`config.mk`:
```
export PLATFORM = sky130hd
export DESIGN_NAME = weight_stream_source
export DESIGN_NICKNAME = d
export VERILOG_FILES = /design/src/rtl/weight_stream_source.sv
export SDC_FILE = /design/constraint.sdc
export NUM_CORES = 2
export LEC_CHECK = 0
export ABC_AREA = 1
export CAP_MARGIN = 20
export CORE_MARGIN = 8
export CORE_UTILIZATION = 40
export CTS_CLUSTER_DIAMETER = 80
export DETAILED_ROUTE_END_ITERATION = 6
export GPL_ROUTABILITY_DRIVEN = 0
export PLACE_DENSITY = 0.55
export SLEW_MARGIN = 10
export SYNTH_ARGS = -nofsm -noshare
export SYNTH_HDL_FRONTEND = slang
export SYNTH_SLANG_ARGS = --single-unit
```
`constraint.sdc`:
```
create_clock -name ap_clk -period 8.65 [get_ports ap_clk]
set_input_delay 1.73 -clock ap_clk [delete_from_list [all_inputs] [get_ports ap_clk]]
set_output_delay 1.73 -clock ap_clk [all_outputs]
set_load 0.05 [all_outputs]
```
`src/rtl/weight_stream_source.sv`:
```
// Weight-stream transmitter: a DEPTH-word buffer written through a simple port and
// replayed num_reps times as AXI-Stream, with tlast marking the end of each pass.
module weight_stream_source #(
    parameter int DATA_WIDTH = 32,
    parameter int DEPTH      = 64,
    parameter int ADDR_WIDTH = $clog2(DEPTH),
    parameter int REP_WIDTH  = 16
) (
    input  logic                  ap_clk,
    input  logic                  ap_rst_n,
    input  logic                  wr_en,
    input  logic [ADDR_WIDTH-1:0] wr_addr,
    input  logic [DATA_WIDTH-1:0] wr_data,
    input  logic                  start,
    input  logic [REP_WIDTH-1:0]  num_reps,
    output logic                  busy,
    output logic                  done,
    output logic [DATA_WIDTH-1:0] weights_V_tdata,
    output logic                  weights_V_tvalid,
    input  logic                  weights_V_tready,
    output logic                  weights_V_tlast
);

    typedef enum logic [1:0] {IDLE, STREAM, FIN} state_t;

    state_t state, state_nxt;

    logic [REP_WIDTH-1:0]  reps_q, rep;
    logic [ADDR_WIDTH-1:0] rd_addr;
    logic                  rd_all;
    logic                  ran;

    logic [DATA_WIDTH-1:0] mem [DEPTH];
    logic [DATA_WIDTH-1:0] rd_q;
    logic                  rd_vld_q, rd_last_q, rd_fin_q;

    logic [1:0][DATA_WIDTH-1:0] sk_data;
    logic [1:0]                 sk_last, sk_fin;
    logic                       sk_wp, sk_rp;
    logic [1:0]                 sk_cnt;

    logic       accept, push, pop, head_fin;
    logic       rd_en, rd_wrap, rd_final;
    logic [2:0] credit;

    assign accept   = (state == IDLE) && start;
    assign push     = rd_vld_q;
    assign pop      = weights_V_tvalid && weights_V_tready;
    assign head_fin = sk_fin[sk_rp];
    assign rd_wrap  = (rd_addr == ADDR_WIDTH'(DEPTH - 1));
    assign rd_final = rd_wrap && (rep == reps_q - REP_WIDTH'(1));

    // Skid occupancy one cycle from now plus the read in flight; a new read may only
    // be issued if it will still find a free slot even with no pop next cycle.
    assign credit = {1'b0, sk_cnt} + {2'b0, rd_vld_q} - {2'b0, pop};
    assign rd_en  = (state == STREAM) && !rd_all && (credit <= 3'd1);

    always_ff @(posedge ap_clk or negedge ap_rst_n) begin
        if (!ap_rst_n) state <= IDLE;
        else           state <= state_nxt;
    end

    always_comb begin
        state_nxt = state;
        case (state)
            IDLE:    if (start) state_nxt = (num_reps != '0) ? STREAM : FIN;
            STREAM:  if (pop && head_fin) state_nxt = FIN;
            FIN:     state_nxt = IDLE;
            default: state_nxt = IDLE;
        endcase
    end

    always_ff @(posedge ap_clk or negedge ap_rst_n) begin
        if (!ap_rst_n) begin
            reps_q  <= '0;
            rep     <= '0;
            rd_addr <= '0;
            rd_all  <= 1'b0;
            ran     <= 1'b0;
        end else if (accept) begin
            reps_q  <= num_reps;
            rep     <= '0;
            rd_addr <= '0;
            rd_all  <= 1'b0;
            ran     <= (num_reps != '0);
        end else begin
            if (rd_en) begin
                rd_addr <= rd_wrap ? '0 : rd_addr + ADDR_WIDTH'(1);
                if (rd_wrap)  rep    <= rep + REP_WIDTH'(1);
                if (rd_final) rd_all <= 1'b1;
            end
            if (state == FIN) ran <= 1'b0;
        end
    end

    // Buffer RAM: contents survive reset, writes only land while idle.
    always_ff @(posedge ap_clk) begin
        if (wr_en && (state == IDLE)) mem[wr_addr] <= wr_data;
        if (rd_en)                    rd_q <= mem[rd_addr];
    end

    always_ff @(posedge ap_clk or negedge ap_rst_n) begin
        if (!ap_rst_n) begin
            rd_vld_q  <= 1'b0;
            rd_last_q <= 1'b0;
            rd_fin_q  <= 1'b0;
        end else begin
            rd_vld_q  <= rd_en;
            rd_last_q <= rd_wrap;
            rd_fin_q  <= rd_final;
        end
    end

    // Two-entry output FIFO; entries are frozen until popped, which keeps AXI-S data stable.
    always_ff @(posedge ap_clk or negedge ap_rst_n) begin
        if (!ap_rst_n) begin
            sk_data <= '0;
            sk_last <= '0;
            sk_fin  <= '0;
            sk_wp   <= 1'b0;
            sk_rp   <= 1'b0;
            sk_cnt  <= '0;
        end else begin
            if (push) begin
                sk_data[sk_wp] <= rd_q;
                sk_last[sk_wp] <= rd_last_q;
                sk_fin[sk_wp]  <= rd_fin_q;
                sk_wp          <= ~sk_wp;
            end
            if (pop) sk_rp <= ~sk_rp;
            sk_cnt <= sk_cnt + {1'b0, push} - {1'b0, pop};
        end
    end

    assign weights_V_tvalid = (sk_cnt != 2'd0);
    assign weights_V_tdata  = sk_data[sk_rp];
    assign weights_V_tlast  = weights_V_tvalid && sk_last[sk_rp];
    assign done             = (state == FIN);
    assign busy             = (state == STREAM) || ((state == FIN) && ran);

endmodule

```
==> reports/results.ini <==
[clocking]
cts.sinks=2197
cts_tree=done
htree_levels=4
clock_insertion_delay_worst_skew_ns=0.88
hold_buffers=0
cts-root-buf=clkbuf_16
clockBufferDepth=3
clkTransAtPathRegs_ns=0.06
cts_buffers=220
post_cts_resized=0
post_cts_buffers=0

[finish]
areaGrowthSynthToFinish_pct=13.52
drive_gt1_share_pct=8.028
multi_input_area_um2=19250
fin_nets=6708
fillers=19210
final-seq-area_um2=65400

[routing]
num_vias=56000
routed_wl_mm=271.2
drc=0
initialDrtViolationCount=7028
viasPerCell=5.780
ant_nets=0
routedWlPerCell_um=28.00
dr.pass1.iters=6

[min_path]
hold_path_class=reg2reg
hold_depth=2

[critical_path]
cp-end-kind=primary output
path_cells=clkinv_1 -> nand2_1 -> nand2_1 -> clkdlybuf4s50_1
startpoint=sk_rp
required_ns=6.92
r2r_cells=8
crit_type=reg2out
arrival_ns=3.93
critPathLaunchType=flop
r2r_start=rd_addr[2]
r2r_setup_slack_ns=4.39
cp.depth=4
path_delay_family=buffers and inverters
regToRegEndpoint=rd_q[14]
crit_path_end=weights_V_tdata[29]
worstPathMaxFanout=35
slowest_stage=clkinv_1
cpMostUsedCell=nand2_1
crit_buf_inv=2
slowest_delay_ns=1.00

[floorplanning]
dieHeight_um=481.5
dieArea_um2=231800
coreArea_um2=216300
initial_utilization_pct=40.07
io_pins=95
rows=171
die_x_um=481.5

[place]
dp_hpwl_mm=155.4
portBuffers=94

[synthesis]
netlist_area_um2=86670
synth_cell_type_count=44
ys.flop_type=edfxtp_1
synthArstFlopShare_pct=5.325
synth_edf_count=2080
synth_top_area_share_pct=72.07
yosysMostFrequentCell=edfxtp_1
ys_ff_latch=2197
synth_nets=6722
syn_inst=6657
yosysSeqAreaShare_pct=75.44
syn_area_per_cell_um2=13.02
synth.yosys.warnings=0
synth_commonest_cells=edfxtp_1, nor2_1, o21ai_0, nand2_1, o22ai_1
synthTopCellsByArea=edfxtp_1, o21ai_0, nor2_1
synth_top_cell_by_area=edfxtp_1

[global_routing]
grt_start_max_net_pins=182
antenna_found_initial=24
grt_overflow=0
grtUsageTotal_pct=22.61
grt_pass1_wl_mm=383.1
first_global_vias=51890

[sta]
drv_slew=0
min_period_ns=5.657
tightest_slew_ns=1.150
max_freq_mhz=176.8
finalSetupViolCount=0
fin_crit_sh_pct=65.39
rsz0062_at_grt=false
hold_violations=0
finalSetupTns_ns=0
max_slew_margin_pct=23.36
finClkSkew_ns=0.02274

[power_and_ir_drop]
internal_power_mw=19.55
power_frac_seq_pct=40.2
switching_share_pct=36.69
peakVddDrop_v=0.0002594
total_power_mw=30.88
combPwrFrac_pct=29.3
power_switching_mw=11.33
pwr_density_cell_nw_per_um2=313.8
leakage_nw=31.83
clkPwrFrac_pct=30.5

[run]
maxCapViolCount=0

[status]
status=finished clean

-- area by class of cell --
type / instances / share of cell area (%)
inverters: 109 / 0.4578
well taps: 2854 / 3.629
flip-flops and latches: 2197 / 66.47
diodes: 8 / 0.02035
clock buffers: 280 / 5.925
clock inverters: 125 / 1.269
multi-input cells: 3898 / 19.56
repair buffers: 217 / 2.665
-- per-stage QoR --
step | util [%] | setup slack (ns) | cell area, um2 | hold WS (ns) | instances
final | 45.49 | 2.993 | 98390 | 0.4887 | 9688
after global routing | 45.48 | 2.613 | 98380 | 0.4999 | 9682
after CTS | 45.18 | 2.939 | 97740 | 0.4881 | 9652
after detailed placement | 41.91 | 3.225 | 90660 | 0.4735 | 9247
after global placement | 41.70 | 3.253 | 90200 | 0.4705 | 9227
after floorplan | - | 4.456 | 86670 | 0.4529 | 6657
-- registers in the layout, summed over array words and instances, names as in the netlist --
name / count
sk_fin: 2
rd_q: 32
rd_addr: 6
sk_cnt: 2
push: 1
rd_all: 1
sk_data: 64
sk_rp: 1
sk_last: 2
mem: 2048
rd_last_q: 1
sk_wp: 1
ran: 1
state: 2
rd_fin_q: 1
rep: 16
reps_q: 16
-- worst min-delay path: cells and delay by family (launching register included) --
| family | cells | cell delay (ns) |
|---|---|---|
| AO/OA/AOI/OAI | 1 | 0.06 |
| flip-flops | 1 | 0.35 |
| AND/OR/NAND/NOR | 1 | 0.05 |
-- logic make-up after synthesis --
family                   count (synthesis)  synth area share (%)
flip-flops                            2197                 75.44
AND/OR/NAND/NOR                       2119                 9.785
AO/OA/AOI/OAI                         1746                 11.49
buffers and inverters                  562                 2.916
XOR/XNOR                                27                0.2728
adder cells (fa/ha/maj)                  6               0.09528
-- cell usage in the layout, fill, tap and decap left out, types with 16 or more instances in the layout --
cell and count:
nand3_1 280, buf_16 17, nor2_4 66, a21oi_1 65, xor2_1 16, buf_12 42, inv_1 98, bufinv_16 18
o21ai_1 16, nand4_1 39, clkbuf_16 221, buf_4 87, clkinv_2 31, o211ai_1 104, o221ai_1 149, nor2_1 1141
dfrtp_1 113, nand2_1 561, clkinv_1 54, o21ai_0 1112, clkbuf_1 50, edfxtp_1 2080, clkdlybuf4s50_1 61, o22ai_1 287
-- worst min path at each step --
stage / start / to / slack, ns
2_1_floorplan: sk_data[62] / sk_data[62] / 0.45
3_3_place_gp: sk_data[38] / sk_data[38] / 0.47
3_5_place_dp: sk_data[38] / sk_data[38] / 0.47
4_1_cts: sk_data[38] / sk_data[38] / 0.49
5_1_grt: sk_data[38] / sk_data[38] / 0.50
6_report: sk_data[38] / sk_data[38] / 0.49
-- power by group through the flow --
stage	clock network, mW	registers, mW	logic (mW)
2_1_floorplan	0	12.4	5.27
3_3_place_gp	0	12.6	8.88
3_5_place_dp	0	12.6	8.97
4_1_cts	9.52	12.4	8.98
5_1_grt	9.90	12.4	9.65
6_report	9.41	12.4	9.05
-- per-layer routing --
metal / vias up / GRT usage, % / share of wire [%]
met3: 388 / 4.492 / 9.3
met4: 12 / 7.933 / 3.6
li1: 24640 / - / -
met1: 28410 / 32.29 / 42
met2: 2543 / 34.56 / 45
met5: - / 0 / 0.029
No activity file was read; power rests on OpenSTA's default activity.
